**config.mk**
```make
export PLATFORM = sky130hd
export DESIGN_NAME = iob_wb_bridge
export DESIGN_NICKNAME = d
export VERILOG_FILES = /design/src/rtl/iob_wb_bridge.sv
export SDC_FILE = /design/constraint.sdc
export NUM_CORES = 1
export LEC_CHECK = 0
export ABC_AREA = 1
export CELL_PAD_IN_SITES_DETAIL_PLACEMENT = 0
export CELL_PAD_IN_SITES_GLOBAL_PLACEMENT = 1
export CORE_UTILIZATION = 28
export CTS_CLUSTER_SIZE = 28
export DETAILED_ROUTE_END_ITERATION = 8
export GPL_TIMING_DRIVEN = 0
export PLACE_DENSITY = 0.84
export SYNTH_ARGS = -nofsm -noshare
export SYNTH_HDL_FRONTEND = slang
export SYNTH_SLANG_ARGS = --single-unit
export TNS_END_PERCENT = 1
```
**constraint.sdc**
```tcl
create_clock -name clk_i -period 5.4 [get_ports clk_i]
set_input_delay 0.81 -clock clk_i [delete_from_list [all_inputs] [get_ports clk_i]]
set_output_delay 0.81 -clock clk_i [all_outputs]
set_load 0.01 [all_outputs]
```
**src/rtl/iob_wb_bridge.sv**
```systemverilog
// iob_wb_bridge: IOb-native slave to Wishbone classic (B3) master bridge.
// Latency: request registered in cycle 0, cyc/stb in cycle 1, rvalid one cycle after ack/err/timeout.
// Backpressure: iob_ready_o is low for the whole Wishbone cycle; one transfer in flight at a time.
//
// Ports:
//   clk_i, arst_i (async, active-high)
//   IOb side : iob_avalid_i, iob_addr_i, iob_wdata_i, iob_wstrb_i, iob_ready_o,
//              iob_rvalid_o, iob_rdata_o
//   Status   : err_o (sticky), err_clr_i
//   WB side  : wb_adr_o, wb_dat_o, wb_sel_o, wb_we_o, wb_cyc_o, wb_stb_o,
//              wb_dat_i, wb_ack_i, wb_err_i
// Optional feature macro: IOB_WB_BRIDGE_TIMEOUT_EN (bus timeout counter).
module iob_wb_bridge #(
   parameter int ADDR_W    = 32,
   parameter int DATA_W    = 32,
   parameter int WB_ADDR_W = 8,
   parameter int TIMEOUT_W = 8
) (
   input  logic                 clk_i,
   input  logic                 arst_i,
   input  logic                 iob_avalid_i,
   input  logic [ADDR_W-1:0]    iob_addr_i,
   input  logic [DATA_W-1:0]    iob_wdata_i,
   input  logic [DATA_W/8-1:0]  iob_wstrb_i,
   output logic                 iob_ready_o,
   output logic                 iob_rvalid_o,
   output logic [DATA_W-1:0]    iob_rdata_o,
   output logic                 err_o,
   input  logic                 err_clr_i,
   output logic [WB_ADDR_W-1:0] wb_adr_o,
   output logic [DATA_W-1:0]    wb_dat_o,
   output logic [DATA_W/8-1:0]  wb_sel_o,
   output logic                 wb_we_o,
   output logic                 wb_cyc_o,
   output logic                 wb_stb_o,
   input  logic [DATA_W-1:0]    wb_dat_i,
   input  logic                 wb_ack_i,
   input  logic                 wb_err_i
);

   localparam int SEL_W = DATA_W / 8;

   typedef enum logic {IDLE = 1'b0, BUSY = 1'b1} state_t;

   state_t               state_q, state_d;
   logic [WB_ADDR_W-1:0] adr_q, adr_d;
   logic [DATA_W-1:0]    dat_q, dat_d;
   logic [SEL_W-1:0]     sel_q, sel_d;
   logic                 we_q, we_d;
   logic                 cyc_q, cyc_d;
   logic                 rvalid_q, rvalid_d;
   logic [DATA_W-1:0]    rdata_q, rdata_d;
   logic                 err_q, err_d;
   logic                 err_set;
   logic                 timeout;

   // Upper IOb address bits select the peripheral upstream; only LSBs are forwarded.
   logic unused_addr;
   assign unused_addr = ^iob_addr_i;

`ifdef IOB_WB_BRIDGE_TIMEOUT_EN
   // Counter value during the n-th BUSY cycle is n-1; the cycle in which it
   // would step onto all-ones is the last BUSY cycle.
   localparam logic [TIMEOUT_W-1:0] TO_LAST = {{(TIMEOUT_W-1){1'b1}}, 1'b0};
   logic [TIMEOUT_W-1:0] cnt_q, cnt_d;

   always_ff @(posedge clk_i or posedge arst_i) begin
      if (arst_i) cnt_q <= '0;
      else        cnt_q <= cnt_d;
   end

   always_comb begin
      cnt_d = cnt_q;
      if (state_q == IDLE)   cnt_d = '0;
      else if (!timeout)     cnt_d = cnt_q + 1'b1;
   end

   assign timeout = (state_q == BUSY) && (cnt_q == TO_LAST);
`else
   assign timeout = 1'b0;
`endif

   always_ff @(posedge clk_i or posedge arst_i) begin
      if (arst_i) begin
         state_q  <= IDLE;
         adr_q    <= '0;
         dat_q    <= '0;
         sel_q    <= '0;
         we_q     <= 1'b0;
         cyc_q    <= 1'b0;
         rvalid_q <= 1'b0;
         rdata_q  <= '0;
         err_q    <= 1'b0;
      end else begin
         state_q  <= state_d;
         adr_q    <= adr_d;
         dat_q    <= dat_d;
         sel_q    <= sel_d;
         we_q     <= we_d;
         cyc_q    <= cyc_d;
         rvalid_q <= rvalid_d;
         rdata_q  <= rdata_d;
         err_q    <= err_d;
      end
   end

   always_comb begin
      state_d  = state_q;
      adr_d    = adr_q;
      dat_d    = dat_q;
      sel_d    = sel_q;
      we_d     = we_q;
      cyc_d    = cyc_q;
      rvalid_d = 1'b0;
      rdata_d  = rdata_q;
      err_set  = 1'b0;

      case (state_q)
         IDLE: begin
            if (iob_avalid_i) begin
               adr_d   = iob_addr_i[WB_ADDR_W-1:0];
               dat_d   = iob_wdata_i;
               we_d    = |iob_wstrb_i;
               sel_d   = (|iob_wstrb_i) ? iob_wstrb_i : {SEL_W{1'b1}};
               cyc_d   = 1'b1;
               state_d = BUSY;
            end
         end
         BUSY: begin
            if (wb_err_i || wb_ack_i || timeout) begin
               cyc_d   = 1'b0;
               state_d = IDLE;
               // err has priority over ack; timeout only matters when neither is present.
               err_set = wb_err_i || (!wb_ack_i && timeout);
               if (!we_q) begin
                  rvalid_d = 1'b1;
                  rdata_d  = (wb_ack_i && !wb_err_i) ? wb_dat_i : {DATA_W{1'b1}};
               end
            end
         end
         default: state_d = IDLE;
      endcase

      // A new error in the same cycle as a clear keeps the flag set.
      err_d = err_q;
      if (err_clr_i) err_d = 1'b0;
      if (err_set)   err_d = 1'b1;
   end

   assign iob_ready_o  = (state_q == IDLE);
   assign iob_rvalid_o = rvalid_q;
   assign iob_rdata_o  = rdata_q;
   assign err_o        = err_q;
   assign wb_adr_o     = adr_q;
   assign wb_dat_o     = dat_q;
   assign wb_sel_o     = sel_q;
   assign wb_we_o      = we_q;
   assign wb_cyc_o     = cyc_q;
   assign wb_stb_o     = cyc_q;

endmodule

```
==> summary.txt <==
GRT
  • Initial antenna violation count: 0
  • Vias in the first global route: 2997
  • Total GRT Usage: 0.1593
  • Largest net degree at the start of global routing: 43
  • First-pass GRT wire length: 14490 µm
  • GRT Residual Overflow: 0

Critical path
  • Critical path's slowest cell: clkdlybuf4s50_1
  • Worst Path Class, Setup: flop to primary output
  • Top delay family on crit path: buffers and inverters
  • Critical Path Start Type: flop
  • Crit path max fanout: 5
  • Critical Path RT: 4590 ps
  • Flop2flop setup slack: 4140 ps
  • CP Cell Sequence: inv_2 -> clkdlybuf4s50_1
  • Bufs and invs on worst path: 2
  • CP arrival: 1370 ps
  • Crit end category: primary output
  • CP peak stage delay: 540 ps

Yosys
  • Main flop type after synthesis: dfrtp_1
  • Netlist cell types: 14
  • Mux cell area share after synthesis: 0
  • Syn Nets: 465
  • Number of enable flip-flop cells after synthesis: 0
  • Area contributors post-synth: dfrtp_1 64%, nand2_1 25%, o21ai_0 5.1%
  • Post-Synth XOR/XNOR Area: 0
  • Synth Register Bits: 81
  • Most frequent cell after synthesis: nand2_1
  • Post-synth design cell area: 3171 µm²
  • Post-synth top area share: 0.6393
  • Main combinational cell family by area after synthesis: simple AND/OR/NAND/NOR gates
  • Compound-gate portion of the synthesized area: 0.05722
  • Area share of fa/ha/maj cells after synthesis: 0
  • Syn Area/Cell: 8.832 µm²
  • Ys async rst share: 1.000
  • YS warnings: 0
  • Simple-gate share of the synthesized area: 0.2522
  • Register area share after synthesis: 0.6393
  • Cells after Synth: 359
  • Top post-synthesis cells by count: 207 x nand2_1, 81 x dfrtp_1, 32 x o21ai_0, 10 x buf_2, 9 x inv_1
  • Synth area leader: dfrtp_1

Timing
  • Final setup TNS: 0 ps
  • RSZ-0062 raised after global routing: false
  • Final Hold Fails: 0
  • Worst slew margin: 0.6573
  • Tmin final: 2177 ps
  • Skew final: 4.452 ps
  • Setup-failing EPs final: 0
  • Fmax: 459.3 MHz
  • Worst Max-Slew Pin Slew: 514.0 ps
  • Period utilization: 0.4032
  • Pins Over Slew Limit: 0

Floorplan
  • Die Span Y: 108.4 µm
  • Cell Rows: 38
  • CORE AREA: 10940 µm²
  • Initial core utilization: 0.2899
  • Die X: 108.4 µm
  • Die area: 11750 µm²
  • I/O pin count: 188

Pwr
  • Worst VDD drop: 188.8 µV
  • Power Dens Cells: 413.0 nW/µm²
  • Design Power: 0.002205 W
  • Leakage: 2.602 nW

Finish
  • Non-Filler Instances: 679
  • Nets: 640
  • Layout cells sized above 1: 0.06865
  • Syn-to-layout area delta: 68.39%
  • ANT cells: 0

Clock network
  • Root Buffer: clkbuf_16
  • Clock buffer depth: 2
  • CTS tree: yes
  • Worst-path clk slew: 60 ps
  • Setup Buffers After CTS: 0
  • Worst-skew pair later-pin latency: 330 ps
  • TritonCTS Buffers: 9
  • CTS Sinks: 81
  • Hold-fix buffers at CTS: 0
  • # H-tree levels: 3
  • Post-CTS Resized: 0

Drt
  • Final WL: 9075 µm
  • Post-DRT Antenna Nets: 0
  • Vias/cell: 4.386
  • Wire per inst: 13.37 µm
  • DRT iter0 DRCs: 213
  • Routed vias: 2978
  • First drt pass iteration count: 4
  • DR DRC count: 0

Place
  • HPWL after detailed placement: 6599 µm
  • Number of port buffers: 163
  • Routability cong.: 0.7600
  • DP Cell Count: 663

Flow run
  • Max-cap viol count: 0

Run status
  • Outcome: complete, no violations

Min path
  • Worst Hold Class: flop to flop
## tightest hold or removal path, delay by kind of cell, from the launching register on
family	cells	cell delay (ps)
DFF	1	340
and+or+nand+nor	2	100
## final cells by class
| type | count | area [µm²] |
|---|---|---|
| tap | 140 | 175.2 |
| multi-input combinational | 248 | 980.9 |
| fill | 1065 | 5597 |
| sequential | 81 | 2027 |
| clock buffer | 11 | 252.7 |
| timing repair buffer | 164 | 1652 |
| buffer | 19 | 121.4 |
| inverter | 11 | 43.79 |
| clock inverter | 5 | 86.33 |
## cells by family after synthesis
family          Yosys count
simple gates            212
compound gates           36
buf+inv                  30
flops                    81
## metal layers
metal | global-route usage | up-vias | wire, µm | share of wire
met5 | 0 | - | 0 | 0
met4 | 0.05212 | 0 | 91 | 0.010
met3 | 0.05304 | 8 | 817 | 0.090
met2 | 0.2599 | 123 | 4246 | 0.47
met1 | 0.1976 | 1399 | 3919 | 0.43
li1 | - | 1448 | - | -
## per-stage QoR
step | hold WS, ps | utilization | worst slack [ps] | cell area, µm²
final | 473.7 | 0.4882 | 3223 | 5339
after global routing | 503.1 | 0.4882 | 3161 | 5339
after CTS | 480.6 | 0.4882 | 3202 | 5339
after detailed placement | 464.0 | 0.4572 | 3245 | 5000
after global placement | 461.6 | 0.4551 | 1133 | 4977
after floorplan | 512.5 | - | 2510 | 3171
## power by group
part	leakage [nW]	total, W	internal, W	switching, W
logic	1.46	0.000681	0.000394	0.000288
registers	0.975	0.000849	0.000762	0.0000875
clock network	0.166	0.000675	0.000433	0.000241
## state kept, by name, indices dropped and copies added, names as in the netlist
register / flops
iob_rvalid_o: 1
iob_rdata_o: 32
wb_we_o: 1
wb_cyc_o: 1
wb_adr_o: 8
wb_sel_o: 4
err_o: 1
state_q: 1
wb_dat_o: 32
## final timing paths
path                                                from                     endpoint  depth (start not counted)
worst max-delay path                   state_q$_DFF_PP0_                  iob_ready_o                          2
worst min-delay path            wb_dat_o[28]$_DFFE_PP0P_     wb_dat_o[28]$_DFFE_PP0P_                          2
worst max register to register         state_q$_DFF_PP0_      wb_dat_o[2]$_DFFE_PP0P_                          6
worst min register to register  wb_dat_o[28]$_DFFE_PP0P_     wb_dat_o[28]$_DFFE_PP0P_                          2
max in group asynchronous                         arst_i            state_q$_DFF_PP0_                          3
min in group asynchronous                         arst_i  iob_rdata_o[17]$_DFFE_PP0P_                          2
## layout by cell type, fill, tap and decap left out, types with 3 or more instances in the layout
cell type,n
dfrtp_1,81
inv_1,8
clkbuf_1,3
o21ai_1,3
clkbuf_16,9
o21ai_0,32
nor2_1,3
nand2_1,207
clkdlybuf4s50_1,163
buf_2,10
buf_6,4
Power figures use the tool's default switching activity.
